### src/rtl/mod_time_counter_pkg.sv
// Shared stopwatch definitions: BCD digit layout, encoding selectors and
// default terminal values for the seconds and minutes stages.
package mod_time_counter_pkg;

    localparam int ENC_BINARY = 0;
    localparam int ENC_BCD    = 1;

    localparam logic [3:0] BCD_DIGIT_MAX = 4'd9;
    localparam int BCD_DIGIT_W   = 4;
    localparam int BCD_UNITS_LSB = 0;
    localparam int BCD_TENS_LSB  = 4;

    localparam int MAX_SECONDS = 59;
    localparam int MAX_MINUTES = 99;

    // Terminal value expressed in the counter's active encoding.
    function automatic int max_to_enc(input int max_val, input int bcd);
        if (bcd == ENC_BCD)
            return ((max_val / 10) << BCD_TENS_LSB) | (max_val % 10);
        return max_val;
    endfunction

endpackage

### src/rtl/mod_time_counter_step.sv
// Combinational one-step successor/predecessor of a modulo counter value,
// with the at-terminal flag used for carry/borrow cascading.
module mod_step
    import mod_time_counter_pkg::*;
#(
    parameter int WIDTH = 8,
    parameter int BCD   = ENC_BINARY
) (
    input  logic [WIDTH-1:0] cur,
    input  logic             up_dn,
    input  logic [WIDTH-1:0] max_enc,
    output logic [WIDTH-1:0] nxt,
    output logic             at_term
);

    assign at_term = up_dn ? (cur == max_enc) : (cur == '0);

    generate
        if (BCD == ENC_BCD) begin : g_bcd
            logic [3:0]       units;
            logic [3:0]       tens;
            logic [WIDTH-1:0] step_val;

            assign units = cur[BCD_UNITS_LSB +: BCD_DIGIT_W];
            assign tens  = cur[BCD_TENS_LSB  +: BCD_DIGIT_W];

            always_comb begin
                step_val = cur;
                if (up_dn) begin
                    if (units == BCD_DIGIT_MAX) begin
                        step_val[BCD_UNITS_LSB +: BCD_DIGIT_W] = 4'd0;
                        step_val[BCD_TENS_LSB  +: BCD_DIGIT_W] = tens + 4'd1;
                    end else begin
                        step_val[BCD_UNITS_LSB +: BCD_DIGIT_W] = units + 4'd1;
                    end
                end else begin
                    if (units == 4'd0) begin
                        step_val[BCD_UNITS_LSB +: BCD_DIGIT_W] = BCD_DIGIT_MAX;
                        step_val[BCD_TENS_LSB  +: BCD_DIGIT_W] = tens - 4'd1;
                    end else begin
                        step_val[BCD_UNITS_LSB +: BCD_DIGIT_W] = units - 4'd1;
                    end
                end
                nxt = at_term ? (up_dn ? '0 : max_enc) : step_val;
            end
        end else begin : g_bin
            assign nxt = at_term ? (up_dn ? '0 : max_enc)
                                 : (up_dn ? cur + WIDTH'(1) : cur - WIDTH'(1));
        end
    endgenerate

endmodule

### src/rtl/mod_time_counter.sv
// Modulo-(MAX+1) binary/BCD up/down counter with synchronous load, zero-latency
// terminal count for cascading, and a lap-capture register with valid/ack.
module mod_time_counter
    import mod_time_counter_pkg::*;
#(
    parameter int WIDTH = 8,
    parameter int MAX   = 99,
    parameter int BCD   = ENC_BINARY
) (
    input  logic             clk,
    input  logic             rst_n,
    input  logic             clear,
    input  logic             enable,
    input  logic             up_dn,
    input  logic             load,
    input  logic [WIDTH-1:0] load_val,
    input  logic             lap_req,
    input  logic             lap_ack,
    output logic [WIDTH-1:0] count,
    output logic             tc,
    output logic             load_err,
    output logic [WIDTH-1:0] lap_val,
    output logic             lap_valid,
    output logic             lap_ovf
);

    localparam logic [WIDTH-1:0] MAX_ENC = WIDTH'(max_to_enc(MAX, BCD));

    logic [WIDTH-1:0] count_reg, count_next;
    logic [WIDTH-1:0] lap_val_reg, lap_val_next;
    logic             lap_valid_reg, lap_valid_next;
    logic             lap_ovf_reg, lap_ovf_next;
    logic             load_err_reg, load_err_next;
    logic [WIDTH-1:0] step_val;
    logic             at_term;
    logic             load_ok;

    mod_step #(
        .WIDTH (WIDTH),
        .BCD   (BCD)
    ) u_step (
        .cur     (count_reg),
        .up_dn   (up_dn),
        .max_enc (MAX_ENC),
        .nxt     (step_val),
        .at_term (at_term)
    );

    // A BCD value with both nibbles in 0..9 orders the same as its decimal value.
    generate
        if (BCD == ENC_BCD) begin : g_load_bcd
            assign load_ok = (load_val[BCD_UNITS_LSB +: BCD_DIGIT_W] <= BCD_DIGIT_MAX) &&
                             (load_val[BCD_TENS_LSB  +: BCD_DIGIT_W] <= BCD_DIGIT_MAX) &&
                             (load_val <= MAX_ENC);
        end else begin : g_load_bin
            assign load_ok = (load_val <= MAX_ENC);
        end
    endgenerate

    assign tc = enable & ~clear & ~load & at_term;

    always_comb begin
        count_next    = count_reg;
        load_err_next = 1'b0;
        if (clear) begin
            count_next = '0;
        end else if (load) begin
            count_next    = load_ok ? load_val : '0;
            load_err_next = ~load_ok;
        end else if (enable) begin
            count_next = step_val;
        end
    end

    // Lap capture samples count_reg, i.e. the value before this cycle's update.
    always_comb begin
        lap_val_next   = lap_val_reg;
        lap_valid_next = lap_valid_reg;
        lap_ovf_next   = lap_ovf_reg;
        if (clear) begin
            lap_valid_next = 1'b0;
            lap_ovf_next   = 1'b0;
        end else if (lap_req) begin
            if (!lap_valid_reg || lap_ack) begin
                lap_val_next   = count_reg;
                lap_valid_next = 1'b1;
            end else begin
                lap_ovf_next = 1'b1;
            end
        end else if (lap_ack) begin
            lap_valid_next = 1'b0;
        end
    end

    always_ff @(posedge clk or negedge rst_n) begin
        if (!rst_n) begin
            count_reg     <= '0;
            lap_val_reg   <= '0;
            lap_valid_reg <= 1'b0;
            lap_ovf_reg   <= 1'b0;
            load_err_reg  <= 1'b0;
        end else begin
            count_reg     <= count_next;
            lap_val_reg   <= lap_val_next;
            lap_valid_reg <= lap_valid_next;
            lap_ovf_reg   <= lap_ovf_next;
            load_err_reg  <= load_err_next;
        end
    end

    assign count     = count_reg;
    assign lap_val   = lap_val_reg;
    assign lap_valid = lap_valid_reg;
    assign lap_ovf   = lap_ovf_reg;
    assign load_err  = load_err_reg;

endmodule

### config.mk
export PLATFORM = sky130hd
export DESIGN_NAME = mod_time_counter
export DESIGN_NICKNAME = d
export VERILOG_FILES = /design/src/rtl/mod_time_counter_pkg.sv /design/src/rtl/mod_time_counter_step.sv /design/src/rtl/mod_time_counter.sv
export SDC_FILE = /design/constraint.sdc
export NUM_CORES = 1
export LEC_CHECK = 0
export ABC_CLOCK_PERIOD_IN_PS = 2300
export CAP_MARGIN = 20
export CORE_UTILIZATION = 46
export DETAILED_ROUTE_END_ITERATION = 12
export HOLD_SLACK_MARGIN = 0.03
export PLACE_DENSITY = 0.8
export REMOVE_ABC_BUFFERS = 1
export SLEW_MARGIN = 20
export SYNTH_ARGS = -nofsm -noshare
export SYNTH_HDL_FRONTEND = slang
export SYNTH_SLANG_ARGS = --single-unit
### constraint.sdc
create_clock -name clk -period 2.3 [get_ports clk]
set_clock_uncertainty 0.15 [all_clocks]
set_input_delay 0.23 -clock clk [delete_from_list [all_inputs] [get_ports clk]]
set_output_delay 0.23 -clock clk [all_outputs]
set_load 0.02 [all_outputs]
## After elaboration in Yosys (flattened, before gate mapping)

Cells that the tools add are included.

| operators by class | value |
|---|---|
| $add $sub $neg | 2 |
| $lt $le $gt $ge | 1 |
| equal/unequal tests | 3 |
| mux-type cells | 17 |
| bitwise logic cells | 6 |
| reductions and logical operators | 9 |

Operators with widths:

| kind | number |
|---|---|
| 8-bit 2-to-1 mux | 6 |
| 1-bit 2-to-1 mux | 10 |
| 8-bit by 1-bit adder with 8-bit output (second input constant) | 1 |
| 8-bit by 7-bit equality test with 1-bit output (second input constant) | 1 |
| 8-bit by 7-bit less-or-equal comparator with 1-bit output (second input constant) | 1 |
| 8-bit logical NOT | 1 |
| 8-bit by 1-bit subtractor with 8-bit output (second input constant) | 1 |
| 7-bit 2-to-1 mux | 1 |
| 3-bit nonzero test | 2 |
| 2-bit AND reduction | 2 |
| 1-bit bitwise AND | 3 |
| 3-bit by 2-bit != test with 1-bit output (second input constant) | 1 |
| 1-bit NOT | 3 |
| 3-bit AND reduction | 1 |
| 2-bit != test (second input constant) | 1 |
| 2-bit nonzero test | 1 |
| 1-bit logical NOT | 1 |
| 1-bit logical OR | 1 |

| storage, ports and cells | value |
|---|---|
| flip-flop bits (word level) | 19 |
| input bits | 16 |
| output and inout bits | 20 |
| logic and storage cells | 43 |

## Longest topological paths before layout

| depth | value |
|---|---|
| depth after elaboration | 6 |
| depth in mapped cells | 7 |
| mapped depth without buffers | 7 |

## By module

Synthesis repeated with hierarchy kept, for this count alone.

| unflattened totals | value |
|---|---|
| cell total of the unflattened synthesis | 149 |
| area total of the unflattened synthesis | 1426.4 um^2 |

Modules (own cells, without submodules):

| module | times used | cells each | area an instance (um^2) | seq. area each (um^2) |
|---|---|---|---|---|
| mod_time_counter | 1 | 68 | 872.1 | 475.5 |
| mod_step | 1 | 81 | 554.3 | 0.0 |

## Worst setup path after synthesis

OpenSTA, ideal clock, no wires.

| timing path | value |
|---|---|
| kind | reg-to-reg |
| from | register count_reg[0] (netlist: count[0]) |
| to | register count_reg[4] (netlist: count[4]) |
| library setup time | 0.067 ns |
| arrival | 1.763 ns |
| setup slack | 0.319 ns |
| cell stages (with the launch flop) | 7 |
| period minus slack after synthesis | 1.981 ns |
| cell sequence | dfrtp_1 inv_1 fa_1 nor2b_1 o21ai_0 a2111oi_0 a221o_1 |

| on the way | value |
|---|---|
| cells in the longest elaborated chain, start to end | 6 |

RTL lines:

| item | line | source |
|---|---|---|
| from (decl) | mod_time_counter.sv:29 | `logic [WIDTH-1:0] count_reg, count_next;` |
| from (signal assigned) | mod_time_counter.sv:103 | `count_reg <= count_next;` |
| 8-bit by 1-bit subtractor with 8-bit output, or another cell as far along | mod_time_counter_step.sv:48 | `: (up_dn ? cur + WIDTH'(1) : cur - WIDTH'(1));` |
| 8-bit 2-to-1 mux / 1-bit 2-to-1 mux (equally long branches) | mod_time_counter_step.sv:48, mod_time_counter_step.sv:16 |  |
| 8-bit 2-to-1 mux (*) | mod_time_counter_step.sv:47 | `assign nxt = at_term ? (up_dn ? '0 : max_enc)` |
| 8-bit 2-to-1 mux (*) | mod_time_counter.sv:70 | `end else if (enable) begin` |
| 8-bit 2-to-1 mux (*) | mod_time_counter.sv:67 | `end else if (load) begin` |
| 8-bit 2-to-1 mux (*) | mod_time_counter.sv:65 | `if (clear) begin` |

Every way passes the cells marked *; elsewhere a longest branch is shown, timed or not. The select of a mux whose other input is x is not followed.
A chain may end at the register's enable or synchronous reset.

## Worst setup path after layout

| timing path | value |
|---|---|
| from | input port up_dn |
| to | register count_reg[4] (netlist: count[4]) |

| on the way | value |
|---|---|
| cells in the longest elaborated chain, start to end | 5 |

RTL lines:

| item | line | source |
|---|---|---|
| from (decl) | mod_time_counter.sv:14 | `input logic up_dn,` |
| 8-bit 2-to-1 mux / 1-bit 2-to-1 mux (equally long branches) | mod_time_counter_step.sv:48, mod_time_counter_step.sv:16 |  |
| 8-bit 2-to-1 mux (*) | mod_time_counter_step.sv:47 |  |
| 8-bit 2-to-1 mux (*) | mod_time_counter.sv:70 |  |
| 8-bit 2-to-1 mux (*) | mod_time_counter.sv:67 |  |
| 8-bit 2-to-1 mux (*) | mod_time_counter.sv:65 |  |

Marks and branches as above.

==> flow_summary.json <==
{
  "drive_above_1_share_pct": 20.88,
  "antenna_found_initial": 0,
  "avgSynthCellArea_um2": 9.782,
  "ys_seq_elements": 19,
  "overflow": 0,
  "status": "finished with violations",
  "synthFlopType": "dfrtp_1",
  "pre_cts_slack_ns": -0.2563,
  "finalWorstSetupSlack_ns": 0.08264,
  "synth_edf_count": 0,
  "final_cell_mix": "clkdlybuf4s50_1, buf_4, dfrtp_1",
  "fin_crit_ns": 2.217,
  "cts_root_buffer": "clkbuf_4",
  "failed_checks": "DRC",
  "io_pins": 36,
  "synthArstFlopShare_pct": 100.0,
  "hold_viol_final": 0,
  "netlist_area_um2": 1184,
  "final_common_cell": "clkdlybuf4s50_1",
  "slew_violations": 0,
  "cts_buffer_depth": 2,
  "drt-initial-drc-count": 34,
  "leakagePower_uw": 0.0008113,
  "htreeDepth": 1,
  "portBuffers": 35,
  "crit_path_end_kind": "flip-flop",
  "fin_area_um2": 1788,
  "hpwl_um": 2792,
  "r2r_slack_ns": 0.13,
  "syn2layout_area_growth_pct": 51.06,
  "fin_crit_sh_pct": 96.41,
  "grt_start_max_net_pins": 20,
  "start_util_pct": 48.22,
  "finalSetupViolCount": 0,
  "cts-buffers-inserted": 3,
  "routed-via-count": 1212,
  "antennaDiodeCount": 0,
  "cts.clk_slew.worst_paths_ns": 0.12,
  "critPathMaxFanout": 7,
  "arrival_ns": 2.31,
  "fmax_mhz": 451.0,
  "ys_seq_area_share_pct": 40.17,
  "ir_worst_vdd_uv": 560.9,
  "whs_ns": 0.08815,
  "die_h_um": 52.73,
  "hold_buffers": 0,
  "cts_num_sinks": 19,
  "required_ns": 2.39,
  "dpl-instance-area_um2": 1747,
  "die_w_um": 52.73,
  "insertion_delay_ns": 0.31,
  "grt_pass1_vias": 1168,
  "core-area_um2": 2455,
  "drc": 1,
  "vias_per_cell": 5.717,
  "fin_nets": 206,
  "fill_cells": 188,
  "routed_wl_um": 3435,
  "placementRows": 18,
  "wl_per_cell_um": 16.20,
  "grt_usage_pct": 27.06,
  "yosysUniqueCellTypes": 45,
  "p_per_area_nw_per_um2": 526.6,
  "startpoint_type": "input port",
  "hold_class": "input port to asynchronous set/reset pin",
  "max_cap_viol_count": 0,
  "crit_type": "input port to flip-flop",
  "grt_pass1_wl_um": 5250,
  "cts_tree": "built",
  "ant_nets": 0,
  "synth_warnings": 0,
  "syn_inst": 121,
  "tightestPinTransition_ns": 0.4484,
  "dr.pass1.iters": 8,
  "die_area_um2": 2780,
  "maxSlewHeadroom_pct": 69.33,
  "place.gp.congestion": 0.8777
}
-- final timing paths --
kind	start	endpoint	cells after the start
worst max-delay path	up_dn	count[4]	7
worst min-delay path	rst_n	lap_val[0]	2
worst max register to register	count[0]	count[4]	7
worst min register to register	lap_val[4]	lap_val[4]	1
max in group asynchronous	rst_n	count[4]	2
min in group clk	lap_val[4]	lap_val[4]	1
-- metrics by stage --
stage,total power [uW],util (%),setup TNS (ns),std cells
after detailed placement,763.9,71.15,-0.8848,208
after global routing,996.3,72.83,-0.002170,212
after CTS,941.0,72.73,0,212
final,941.5,72.83,0,212
after global placement,750.0,71.15,-0.4161,208
after floorplan,563.5,-,0,118
-- power breakdown --
part / internal (uW) / total (uW) / switching [uW]
Clock: 64.9 / 176 / 111
Combinational: 194 / 383 / 188
Sequential: 364 / 383 / 19.3
Total: 623 / 941 / 318
-- worst max-delay path, cell delays in order --
cell             delay (ns)
clkdlybuf4s50_1        0.53
inv_1                  0.14
ha_1                   0.36
nor2b_1                0.16
o31a_1                 0.26
a2111oi_1              0.43
a221o_1                0.19
-- cells in the mapped netlist, types with 2 or more instances --
master | count | area, um^2
a2111oi_0 | 2 | 17.52
a21oi_1 | 8 | 40.04
a221o_1 | 2 | 20.02
clkbuf_1 | 2 | 7.510
dfrtp_1 | 19 | 475.5
ha_1 | 6 | 75.07
inv_1 | 4 | 15.01
mux2_1 | 6 | 67.56
mux2i_1 | 2 | 20.02
nand2_1 | 8 | 30.03
nand2b_1 | 3 | 18.77
nor2_1 | 12 | 45.04
nor2b_1 | 2 | 12.51
nor3_1 | 2 | 10.01
nor4_1 | 3 | 18.77
o21a_1 | 2 | 15.01
o21ai_0 | 3 | 15.01
o21ai_1 | 5 | 25.02
o31ai_1 | 2 | 15.01
xnor2_1 | 2 | 17.52
xor2_1 | 2 | 17.52
-- area by class of cell --
| cell class | count | area (um^2) | area share [%] |
|---|---|---|---|
| flip-flops and latches | 19 | 475.5 | 26.59 |
| clock inverters | 1 | 5.005 | 0.2799 |
| clock buffers | 3 | 22.52 | 1.260 |
| well taps | 30 | 37.54 | 2.099 |
| repair buffers | 60 | 533.0 | 29.81 |
| multi-input cells | 94 | 695.7 | 38.91 |
| inverters | 5 | 18.77 | 1.050 |
-- per-layer routing --
layer / up-vias / share of wire [%] / track usage (%)
li1: 573 / - / -
met2: 56 / 52 / 49.58
met3: 7 / 6.7 / 9.855
met4: 0 / 1.1 / 8.333
met5: - / 0 / 0
met1: 576 / 40 / 28.26
-- kinds of logic (layout without fill, tap and decap cells) --
logic type                 Yosys count  count (layout)  share of synthesized area, %
buffers and inverters                8              69                         2.642
AOI/OAI and AO/OA                   35              35                         20.82
DFF                                 19              19                         40.17
muxes                                8               8                         7.399
adders and majority gates            7               7                         8.034
and+or+nand+nor                     40              40                         17.97
xor gates and xnor gates             4               4                         2.960
-- timing repair --
action                     CTS  global route
buffers inserted             0             0
setup endpoints to repair    1             3
gates resized for setup      3             4
pin swaps                    0             0
No activity file was read; power rests on OpenSTA's default activity.
